--- config.mk ---
export PLATFORM = sky130hd
export DESIGN_NAME = pwm_update_sched
export DESIGN_NICKNAME = d
export VERILOG_FILES = /design/src/rtl/pwm_update_sched_pkg.sv /design/src/rtl/carrier_event_detect.sv /design/src/rtl/pwm_update_sched.sv
export SDC_FILE = /design/constraint.sdc
export NUM_CORES = 1
export LEC_CHECK = 0
export ABC_AREA = 0
export CAP_MARGIN = 10
export CORE_ASPECT_RATIO = 0.75
export CORE_MARGIN = 1.5
export CORE_UTILIZATION = 45
export DETAILED_ROUTE_END_ITERATION = 8
export PLACE_DENSITY = 0.79
export SLEW_MARGIN = 20
export SYNTH_ARGS = -nofsm -noshare
export SYNTH_HDL_FRONTEND = slang
export SYNTH_HIERARCHICAL = 1
export SYNTH_SLANG_ARGS = --single-unit
--- constraint.sdc ---
create_clock -name clk -period 2.6 [get_ports clk]
set_input_delay 0.52 -clock clk [delete_from_list [all_inputs] [get_ports clk]]
set_output_delay 0.52 -clock clk [all_outputs]
set_load 0.01 [all_outputs]
--- src/rtl/pwm_update_sched_pkg.sv ---
// Shared types and widths for the PWM channel update scheduler and its
// carrier event detector.
package pwm_update_sched_pkg;

  // Carrier / period counter width
  localparam int PWMCOUNT_WIDTH = 16;

  // Width of the update-divider field (transfer every upd_div+1 events)
  localparam int UPDDIV_WIDTH = 4;

  // Carrier events that qualify for a shadow transfer
  typedef enum logic [1:0] {
    ZERO = 2'd0,
    PEAK = 2'd1,
    BOTH = 2'd2
  } _upd_mode;

  // Channel sequencing state
  typedef enum logic [1:0] {
    IDLE     = 2'd0,
    ARMED    = 2'd1,
    RUN      = 2'd2,
    STOPPING = 2'd3
  } _sched_state;

  // Channel enable towards the compare block
  typedef enum logic {
    OFF = 1'b0,
    ON  = 1'b1
  } _pwm_onoff;

  // Select the qualifying event for the current update mode.
  // An unused encoding qualifies nothing, so a misprogrammed mode freezes
  // transfers instead of firing on every cycle.
  function automatic logic qual_event(input _upd_mode mode,
                                      input logic     zero_evt,
                                      input logic     peak_evt);
    logic q;
    case (mode)
      ZERO:    q = zero_evt;
      PEAK:    q = peak_evt;
      BOTH:    q = zero_evt | peak_evt;
      default: q = 1'b0;
    endcase
    return q;
  endfunction

endpackage

--- src/rtl/carrier_event_detect.sv ---
// Carrier zero / peak crossing detector. Remembers the previous carrier
// sample so that a carrier parked at 0 or at the peak produces a single
// event on arrival rather than one per cycle. Shared by all channels.
module carrier_event_detect
  import pwm_update_sched_pkg::*;
#(
  parameter int WIDTH = PWMCOUNT_WIDTH
) (
  input  logic             clk_i,
  input  logic             reset_i,
  input  logic [WIDTH-1:0] carrier_i,
  input  logic [WIDTH-1:0] period_i,
  output logic             zero_evt_o,
  output logic             peak_evt_o
);

  logic [WIDTH-1:0] carr_q;

  // Previous carrier sample; cleared on reset so a carrier already sitting
  // at 0 when reset releases is not mistaken for a fresh zero crossing.
  always_ff @(posedge clk_i) begin
    if (reset_i) begin
      carr_q <= '0;
    end else begin
      carr_q <= carrier_i;
    end
  end

  // Edge-style event decode; a zero period disables the peak event because
  // zero and peak would otherwise coincide.
  always_comb begin
    zero_evt_o = (carrier_i == '0) && (carr_q != '0);
    peak_evt_o = (carrier_i == period_i) && (carr_q != period_i) &&
                 (period_i != '0);
  end

endmodule

--- src/rtl/pwm_update_sched.sv ---
// Carrier-synchronous sequencer for one PWM compare channel.
// Issues maskevent to transfer shadow registers on divided carrier events,
// starts/stops the channel only at carrier zero crossings and drops the
// channel immediately on a kill. All outputs are registered.
module pwm_update_sched
  import pwm_update_sched_pkg::*;
(
  input  logic                      clk,
  input  logic                      reset,
  input  logic [PWMCOUNT_WIDTH-1:0] carrier,
  input  logic [PWMCOUNT_WIDTH-1:0] period,
  input  _upd_mode                  upd_mode,
  input  logic [UPDDIV_WIDTH-1:0]   upd_div,
  input  logic                      commit_req,
  input  logic                      start_req,
  input  logic                      stop_req,
  input  logic                      kill,
  output _pwm_onoff                 pwm_onoff,
  output logic                      maskevent,
  output logic                      commit_ack,
  output logic                      commit_pending,
  output _sched_state               state
);

  logic                    zero_evt;
  logic                    peak_evt;

  _sched_state             state_q;
  _pwm_onoff               onoff_q;
  logic                    maskevent_q;
  logic                    ack_q;
  logic                    pending_q;
  logic [UPDDIV_WIDTH-1:0] div_cnt_q;

  logic                    qual_d;
  logic                    pend_d;
  logic                    counting_d;
  logic                    slot_d;
  logic [UPDDIV_WIDTH-1:0] div_cnt_d;

  carrier_event_detect #(
    .WIDTH (PWMCOUNT_WIDTH)
  ) u_evt (
    .clk_i      (clk),
    .reset_i    (reset),
    .carrier_i  (carrier),
    .period_i   (period),
    .zero_evt_o (zero_evt),
    .peak_evt_o (peak_evt)
  );

  // Qualifying event, effective pending (a commit arriving on a slot cycle
  // is served by that slot), and the divider slot/next-count decode.
  // The slot compares with >= so that lowering upd_div below the running
  // count wraps at the next event instead of counting all the way round.
  always_comb begin
    qual_d     = qual_event(upd_mode, zero_evt, peak_evt);
    pend_d     = pending_q | commit_req;
    counting_d = (state_q == RUN) || (state_q == STOPPING);
    slot_d     = counting_d && qual_d && (div_cnt_q >= upd_div);
    div_cnt_d  = div_cnt_q;
    if (counting_d && qual_d) begin
      div_cnt_d = slot_d ? '0 : div_cnt_q + 1'b1;
    end
  end

  // Sequencer FSM with divider and commit tracking; every output is a
  // register updated here. Kill overrides all state-specific behaviour.
  always_ff @(posedge clk) begin
    if (reset) begin
      state_q     <= IDLE;
      onoff_q     <= OFF;
      maskevent_q <= 1'b0;
      ack_q       <= 1'b0;
      pending_q   <= 1'b0;
      div_cnt_q   <= '0;
    end else begin
      maskevent_q <= 1'b0;
      ack_q       <= 1'b0;
      if (kill) begin
        // Fault: drop the channel now but keep any commit for later.
        state_q   <= IDLE;
        onoff_q   <= OFF;
        div_cnt_q <= '0;
        pending_q <= pend_d;
      end else begin
        case (state_q)
          IDLE: begin
            // Channel stopped: commits transfer straight away.
            onoff_q     <= OFF;
            div_cnt_q   <= '0;
            maskevent_q <= pend_d;
            ack_q       <= pend_d;
            pending_q   <= 1'b0;
            if (start_req && !stop_req) begin
              state_q <= ARMED;
            end
          end
          ARMED: begin
            div_cnt_q <= '0;
            pending_q <= pend_d;
            if (stop_req) begin
              state_q <= IDLE;
            end else if (zero_evt) begin
              // First transfer rides on the start edge, divider bypassed.
              state_q     <= RUN;
              onoff_q     <= ON;
              maskevent_q <= pend_d;
              ack_q       <= pend_d;
              pending_q   <= 1'b0;
            end
          end
          RUN, STOPPING: begin
            div_cnt_q   <= div_cnt_d;
            maskevent_q <= slot_d && pend_d;
            ack_q       <= slot_d && pend_d;
            pending_q   <= pend_d && !slot_d;
            if (state_q == RUN) begin
              if (stop_req) begin
                state_q <= STOPPING;
              end
            end else if (zero_evt) begin
              // Graceful stop completes on the zero crossing.
              state_q <= IDLE;
              onoff_q <= OFF;
            end else if (start_req && !stop_req) begin
              // Stop cancelled: resume with a fresh divider phase.
              state_q   <= RUN;
              div_cnt_q <= '0;
            end
          end
          default: begin
            state_q <= IDLE;
            onoff_q <= OFF;
          end
        endcase
      end
    end
  end

  assign pwm_onoff      = onoff_q;
  assign maskevent      = maskevent_q;
  assign commit_ack     = ack_q;
  assign commit_pending = pending_q;
  assign state          = state_q;

endmodule
==> summary.txt, run 1 <==
Min path
  – Hold depth: 2
  – Hold WC Path Type: reg2reg

Cells and area
  – Final instance count without filler cells: about 260
  – Highest-count cells in the layout ignoring fill and taps: clkdlybuf4s50_1, dfxtp_1, xor2_1
  – Fraction of final layout cells sized beyond drive strength 1: ~15%
  – Most common library cell in the layout ignoring fill and taps: clkdlybuf4s50_1
  – Area growth, synth to finish: 46.8%
  – Number of nets in the final layout: roughly 270
  – Number of antenna repair diodes: 0
  – Multi-input combinational cell area: around 960 um^2
  – Reg area: approximately 500 um^2
  – # fillers: roughly 230

Routing
  – Detailed-router iteration count before antenna repair: 4
  – Via-per-instance ratio: 5.39
  – Count of nets left with antenna violations after detail routing: 0
  – Number of vias in the routed layout: 1386
  – Total routed wirelength: about 4000 um
  – Detailed router's first-iteration violation count: 87
  – Remaining design rule violation count: 0
  – Mean routed wirelength per cell: roughly 15 um

Placed design
  – Count of buffers inserted at the top-level ports: 49
  – Cells after DPL: between 200 and 300
  – Global placer's final weighted congestion: ~0.89
  – HPWL reported at the end of detailed placement: around 3400 um

Worst setup path
  – End of the worst register-to-register path: commit_pending
  – Cells along the critical path: clkdlybuf4s50_1 -> nor4_2 -> nand4_1 -> a41oi_1 -> buf_4 -> nand2_1 -> or3_2 -> a21boi_0
  – Crit path launch: carrier[11]
  – Data arrival time of the critical path: between 2 and 3 ns
  – Critical path class: in2reg
  – Critical Path Sink Type: register
  – Depth of the worst register-to-register path: 6
  – Slowest stage cell on the critical path: clkdlybuf4s50_1
  – Data required time at the worst endpoint: roughly 2.8 ns
  – Slowest Stage Delay on Critical Path: approximately 0.51 ns
  – Worst setup path endpoint: state[1]
  – Setup slack of the most critical reg-to-reg path: around 0.56 ns
  – Peak fanout along the critical path: 3
  – Startpoint Class: primary input
  – Reg-to-reg startpoint: u_evt/carr_q[12]

Timing
  – Post-route clock period utilization: between 90% and 100%
  – Transition time at the pin with the least slew margin: a little over 0.4 ns
  – Time the worst path needs with I/O delays and setup: about 2.5 ns
  – Final setup fails: 0
  – Largest clock skew in the final design: between 0.0015 and 0.002 ns
  – Unrepaired setup endpoints after global routing: false
  – Fmax: about 0.41 GHz
  – Final hold violations: 0
  – Max Transition Viols Final: 0
  – Setup TNS: 0 ns
  – Normalized max-slew margin: about 73%

Yosys
  – Synthesized area divided by synthesized cell count: between 9 and 10 um^2
  – Post-synthesis instance area: approximately 1500 um^2
  – Seq/Total Area, Yosys: 33.7%
  – Net count after synthesis: 203
  – Cell count after synthesis: ~150
  – Flip-flop and latch count after synthesis: 25
  – Synth warnings: 6
  – Post-synth cell types: 37

Clocking
  – Clock tree from TritonCTS: built
  – Clock insertion delay at the later pin of the skew report: between 0.2 and 0.3 ns
  – TritonCTS Sinks: 25
  – Clock transition at the register clock pins on the worst setup and hold paths after CTS: around 0.08 ns
  – Maximum level of the CTS H-tree: 1
  – Clock Tree Root: clkbuf_8
  – Worst-case clock buffer depth: 2
  – TritonCTS Buffers: 3

GRT
  – Number of global-route vias before repair: about 1400
  – Global-route wire length before repair: 6490 um
  – Final global-route overflow total: 0
  – Total GRT Usage: between 20 and 25%
  – Largest net degree at the start of global routing: 18
  – Initial antenna violation count: 0

Pwr
  – Total Power: ~0.84 mW
  – IR drop worst, VDD: between 0.0002 and 0.00025 V
  – Power density of the placed cells: just under 400 nW/um^2
  – Static leakage: 0.805 nW

Floorplanning
  – Die Ht: ~53 um
  – Die area: about 3700 um^2
  – Area of the core: roughly 3000 um^2
  – Effective utilization at floorplan: 48.9%
  – Die outline width: 69.4 um
  – Row Count: 17
  – Total I/O pin count: 50

Flow run
  – Max-cap violations: 0

Outcome
  – Outcome: finished clean
## worst min-delay path by stage
stage / from / endpoint / slack (ns)
after floorplan: div_cnt_q[3] / div_cnt_q[3] / 0.46
after global placement: pwm_onoff / pwm_onoff / 0.45
after detailed placement: pwm_onoff / pwm_onoff / 0.47
after CTS: pwm_onoff / pwm_onoff / 0.48
after global routing: pwm_onoff / pwm_onoff / 0.50
final: pwm_onoff / pwm_onoff / 0.48
## cell families (layout without fill, tap and decap cells)
kind of cell / Yosys count / count (layout) / synth area share (%)
AND/OR/NAND/NOR: 62 / 62 / 26.1
multiplexers: 2 / 2 / 1.43
flip-flops: 25 / 25 / 33.7
adder cells (fa/ha/maj): 5 / 5 / 4.21
XOR/XNOR: 34 / 34 / 20.0
AO/OA/AOI/OAI: 17 / 17 / 11.5
buffers and inverters: 9 / 74 / 3.03
## cell type report
type                    count  area share (%)
well taps                  38            2.18
repair buffers             64            27.6
inverters                   6            1.03
clock buffers               4            2.06
multi-input cells         120            44.2
flip-flops and latches     25            22.9
## state kept, by name (all words and copies together) (netlist names)
register        flops
commit_ack          1
commit_pending      1
div_cnt_q           4
pwm_onoff           1
state               2
u_evt/carr_q       16
## critical path, delay by kind of cell
| family | cells | cell delay (ns) |
|---|---|---|
| AND/OR/NAND/NOR | 4 | 0.97 |
| buffers and inverters | 2 | 0.69 |
| AO/OA/AOI/OAI | 2 | 0.46 |
## stage by stage
step	utilization [%]	instance area [um^2]	hold slack, ns	setup slack [ns]
2_1_floorplan	-	1490	0.462	0.591
4_1_cts	71.0	2160	0.484	0.0751
6_report	71.7	2180	0.476	0.141
3_3_place_gp	69.5	2110	0.450	-0.131
3_5_place_dp	69.5	2110	0.472	-0.209
5_1_grt	71.7	2180	0.502	0.0499
## timing repair
action | CTS | global route
endpoints found under the setup margin | 0 | 5
hold endpoints to repair | 0 | 0
buffers inserted | 0 | 0
hold buffers | 0 | 0
gates resized for setup | 0 | 3
## cell usage after synthesis (all sizes together)
cell type	instances	share of area, %
a211oi	1	0.51
a21oi	3	1.0
o311a	1	0.76
dfxtp	25	34
a31oi	1	1.4
o21ai	2	0.67
buf	2	1.3
and3	1	0.42
nand2b	2	0.84
nor4	17	8.4
nor2b	16	6.7
o31ai	1	0.84
o21a	1	0.51
or3	3	1.3
nand3	1	0.34
o221a	1	0.76
nor3	1	0.67
a21boi	2	1.0
a2111oi	2	2.9
a221oi	1	0.59
mux2	1	0.76
clkbuf	1	0.25
ha	5	4.2
a41oi	1	0.59
nand4	7	2.9
and3b	1	0.84
nand2	5	1.3
xor2	17	10
nor2	7	1.8
mux2i	1	0.67
nor3b	1	0.51
inv	6	1.5
xnor2	17	10
## report_power, final
group	internal (mW)	leakage, nW	switching (mW)
Clock	0.109	0.0228	0.117
Combinational	0.122	0.576	0.0853
Sequential	0.398	0.206	0.0127
Total	0.630	0.805	0.215
## routing by layer
metal,vias to the layer above,GRT usage (%),routed length [um]
li1,687,-,-
met1,650,28.3,1770
met2,47,42.6,1930
met3,2,5.19,247
met4,0,3.59,12
met5,-,0,0
(Power assumes the default switching activity.)
==> run 2, diff against run 1 <==
--- a/config.mk
+++ b/config.mk
@@ -8,11 +8,11 @@
 export ABC_AREA = 0
 export CAP_MARGIN = 10
 export CORE_ASPECT_RATIO = 0.75
-export CORE_MARGIN = 1.5
+export CORE_MARGIN = 10
 export CORE_UTILIZATION = 45
+export CTS_CLUSTER_SIZE = 10
 export DETAILED_ROUTE_END_ITERATION = 8
 export PLACE_DENSITY = 0.79
-export SLEW_MARGIN = 20
 export SYNTH_ARGS = -nofsm -noshare
 export SYNTH_HDL_FRONTEND = slang
 export SYNTH_HIERARCHICAL = 1
==> summary.txt, run 2 (same netlist as run 1, synthesis figures left out) <==
Outcome
  – Outcome: finished clean

Floorplanning
  – Die Ht: approximately 70 um
  – Die outline width: between 80 and 90 um
  – Row Count: 17
  – Total I/O pin count: 50
  – Area of the core: about 3100 um^2
  – Die area: around 6000 um^2
  – Effective utilization at floorplan: between 40% and 50%

GRT
  – Number of global-route vias before repair: about 1500
  – Largest net degree at the start of global routing: 18
  – Final global-route overflow total: 0
  – Initial antenna violation count: 0
  – Total GRT Usage: approximately 14%
  – Global-route wire length before repair: approximately 7000 um

Timing
  – Unrepaired setup endpoints after global routing: false
  – Max Transition Viols Final: 0
  – Setup TNS: 0 ns
  – Final hold violations: 0
  – Final Hold Slack: between 0.4 and 0.5 ns
  – Largest clock skew in the final design: 0.00623 ns
  – Normalized max-slew margin: slightly above 70%
  – Fmax: 0.411 GHz
  – Transition time at the pin with the least slew margin: between 0.4 and 0.5 ns
  – Final setup fails: 0
  – Time the worst path needs with I/O delays and setup: about 2.4 ns
  – Post-route clock period utilization: 93.6%

Worst setup path
  – Depth of the worst register-to-register path: 7
  – End of the worst register-to-register path: commit_pending
  – Reg-to-reg startpoint: u_evt/carr_q[1]
  – Cell class contributing the biggest share of worst-path delay: simple AND/OR/NAND/NOR gates
  – Data required time at the worst endpoint: ~2.8 ns
  – Startpoint Class: primary input
  – Slowest stage cell on the critical path: clkdlybuf4s50_1
  – Setup slack of the most critical reg-to-reg path: about 0.64 ns
  – Peak fanout along the critical path: 6
  – Critical path class: in2reg
  – Count of buffer and inverter cells on the critical path: 1
  – Cells along the critical path: clkdlybuf4s50_1 -> xor2_1 -> nor4_2 -> nand4_1 -> and3_1 -> a31oi_4 -> nor3_2 -> a2111oi_2
  – Data arrival time of the critical path: between 2 and 3 ns
  – Critical Path Sink Type: register
  – Number of stages on the worst setup path: 8
  – Slowest Stage Delay on Critical Path: 0.50 ns

Clocking
  – Maximum level of the CTS H-tree: 1
  – Clock tree from TritonCTS: built
  – Number of hold buffers added after CTS: 0
  – Clock Tree Root: clkbuf_8
  – Worst-case clock buffer depth: 2
  – Postcts setup bufs: 0
  – Clock transition at the register clock pins on the worst setup and hold paths after CTS: 0.09 ns
  – TritonCTS Buffers: 3
  – Clock insertion delay at the later pin of the skew report: 0.27 ns
  – Cells resized by post-CTS repair: 0
  – TritonCTS Sinks: 25

Routing
  – Detailed router's first-iteration violation count: 60
  – Count of nets left with antenna violations after detail routing: 0
  – Total routed wirelength: 4340 um
  – Mean routed wirelength per cell: roughly 17 um
  – Number of vias in the routed layout: ~1300
  – Detailed-router iteration count before antenna repair: 4
  – Remaining design rule violation count: 0
  – Via-per-instance ratio: ~5.3

Pwr
  – Static leakage: roughly 0.79 nW
  – Power density of the placed cells: approximately 390 nW/um^2
  – Total Power: between 0.8 and 0.9 mW
  – IR drop worst, VDD: 0.000297 V

Cells and area
  – Register with the most flip-flops: u_evt/carr_q
  – Post-route cell area: around 2100 um^2
  – Fraction of final layout cells sized beyond drive strength 1: a little over an eighth
  – Most common library cell in the layout ignoring fill and taps: clkdlybuf4s50_1
  – Final instance count without filler cells: around 250
  – Area growth, synth to finish: 43.9%
  – Number of antenna repair diodes: 0
  – Number of nets in the final layout: 266
  – Number of flip-flops under the largest register name: 16
  – Highest-count cells in the layout ignoring fill and taps: clkdlybuf4s50_1, dfxtp_1, xor2_1, xnor2_1, nor2b_1

Min path
  – Hold depth: 2
  – Hold WC Path Type: reg2reg
  – End of the worst hold path: pwm_onoff
  – Startpoint of the tightest hold check path: pwm_onoff

Flow run
  – Max-cap violations: 0

Placed design
  – Placed inst area: about 2100 um^2
  – Cells after DPL: between 200 and 300
  – Global placer's final weighted congestion: between 0.9 and 1
  – Count of buffers inserted at the top-level ports: 49
  – HPWL reported at the end of detailed placement: around 3800 um
[run 2: report_power, final]
| part | leakage [nW] | switching (mW) | internal (mW) |
|---|---|---|---|
| clock network | 0.0255 | 0.123 | 0.107 |
| registers | 0.206 | 0.0116 | 0.398 |
| logic | 0.553 | 0.0849 | 0.118 |
| total | 0.785 | 0.219 | 0.624 |
[run 2: stage by stage]
step	setup WS (ns)	util, %
final	0.167	69.8
after detailed placement	-0.0793	68.3
after global placement	-0.100	68.3
after floorplan	0.591	-
after global routing	0.0762	69.8
after CTS	0.212	69.8
[run 2: final cells by class]
type / instances / area, um^2
clock buffers: 3 / 41.3
clock inverters: 1 / 5.00
fillers: 260 / 925
inverters: 6 / 22.5
multi-input cells: 120 / 941
flip-flops and latches: 25 / 500
well taps: 38 / 47.5
repair buffers: 61 / 581
[run 2: tightest hold or removal path: stages (launching register included)]
cell and delay, ns:
dfxtp_1 0.32, nand2_1 0.05, a21boi_0 0.07
[run 2: routing by layer]
layer / share of wire, % / up-vias / global-route usage, %
met4: 0.88 / 0 / 2.67
met2: 45 / 45 / 22.2
met1: 45 / 619 / 18.1
met3: 9.2 / 6 / 6.44
met5: 0 / - / 0
li1: - / 678 / -
[run 2: worst max-delay path by stage]
stage | from | end | slack [ns]
after floorplan | carrier[5] | div_cnt_q[3] | 0.59
after global placement | carrier[11] | div_cnt_q[0] | -0.10
after detailed placement | period[12] | commit_pending | -0.08
after CTS | period[12] | commit_pending | 0.21
after global routing | carrier[13] | div_cnt_q[1] | 0.08
final | period[12] | commit_pending | 0.17
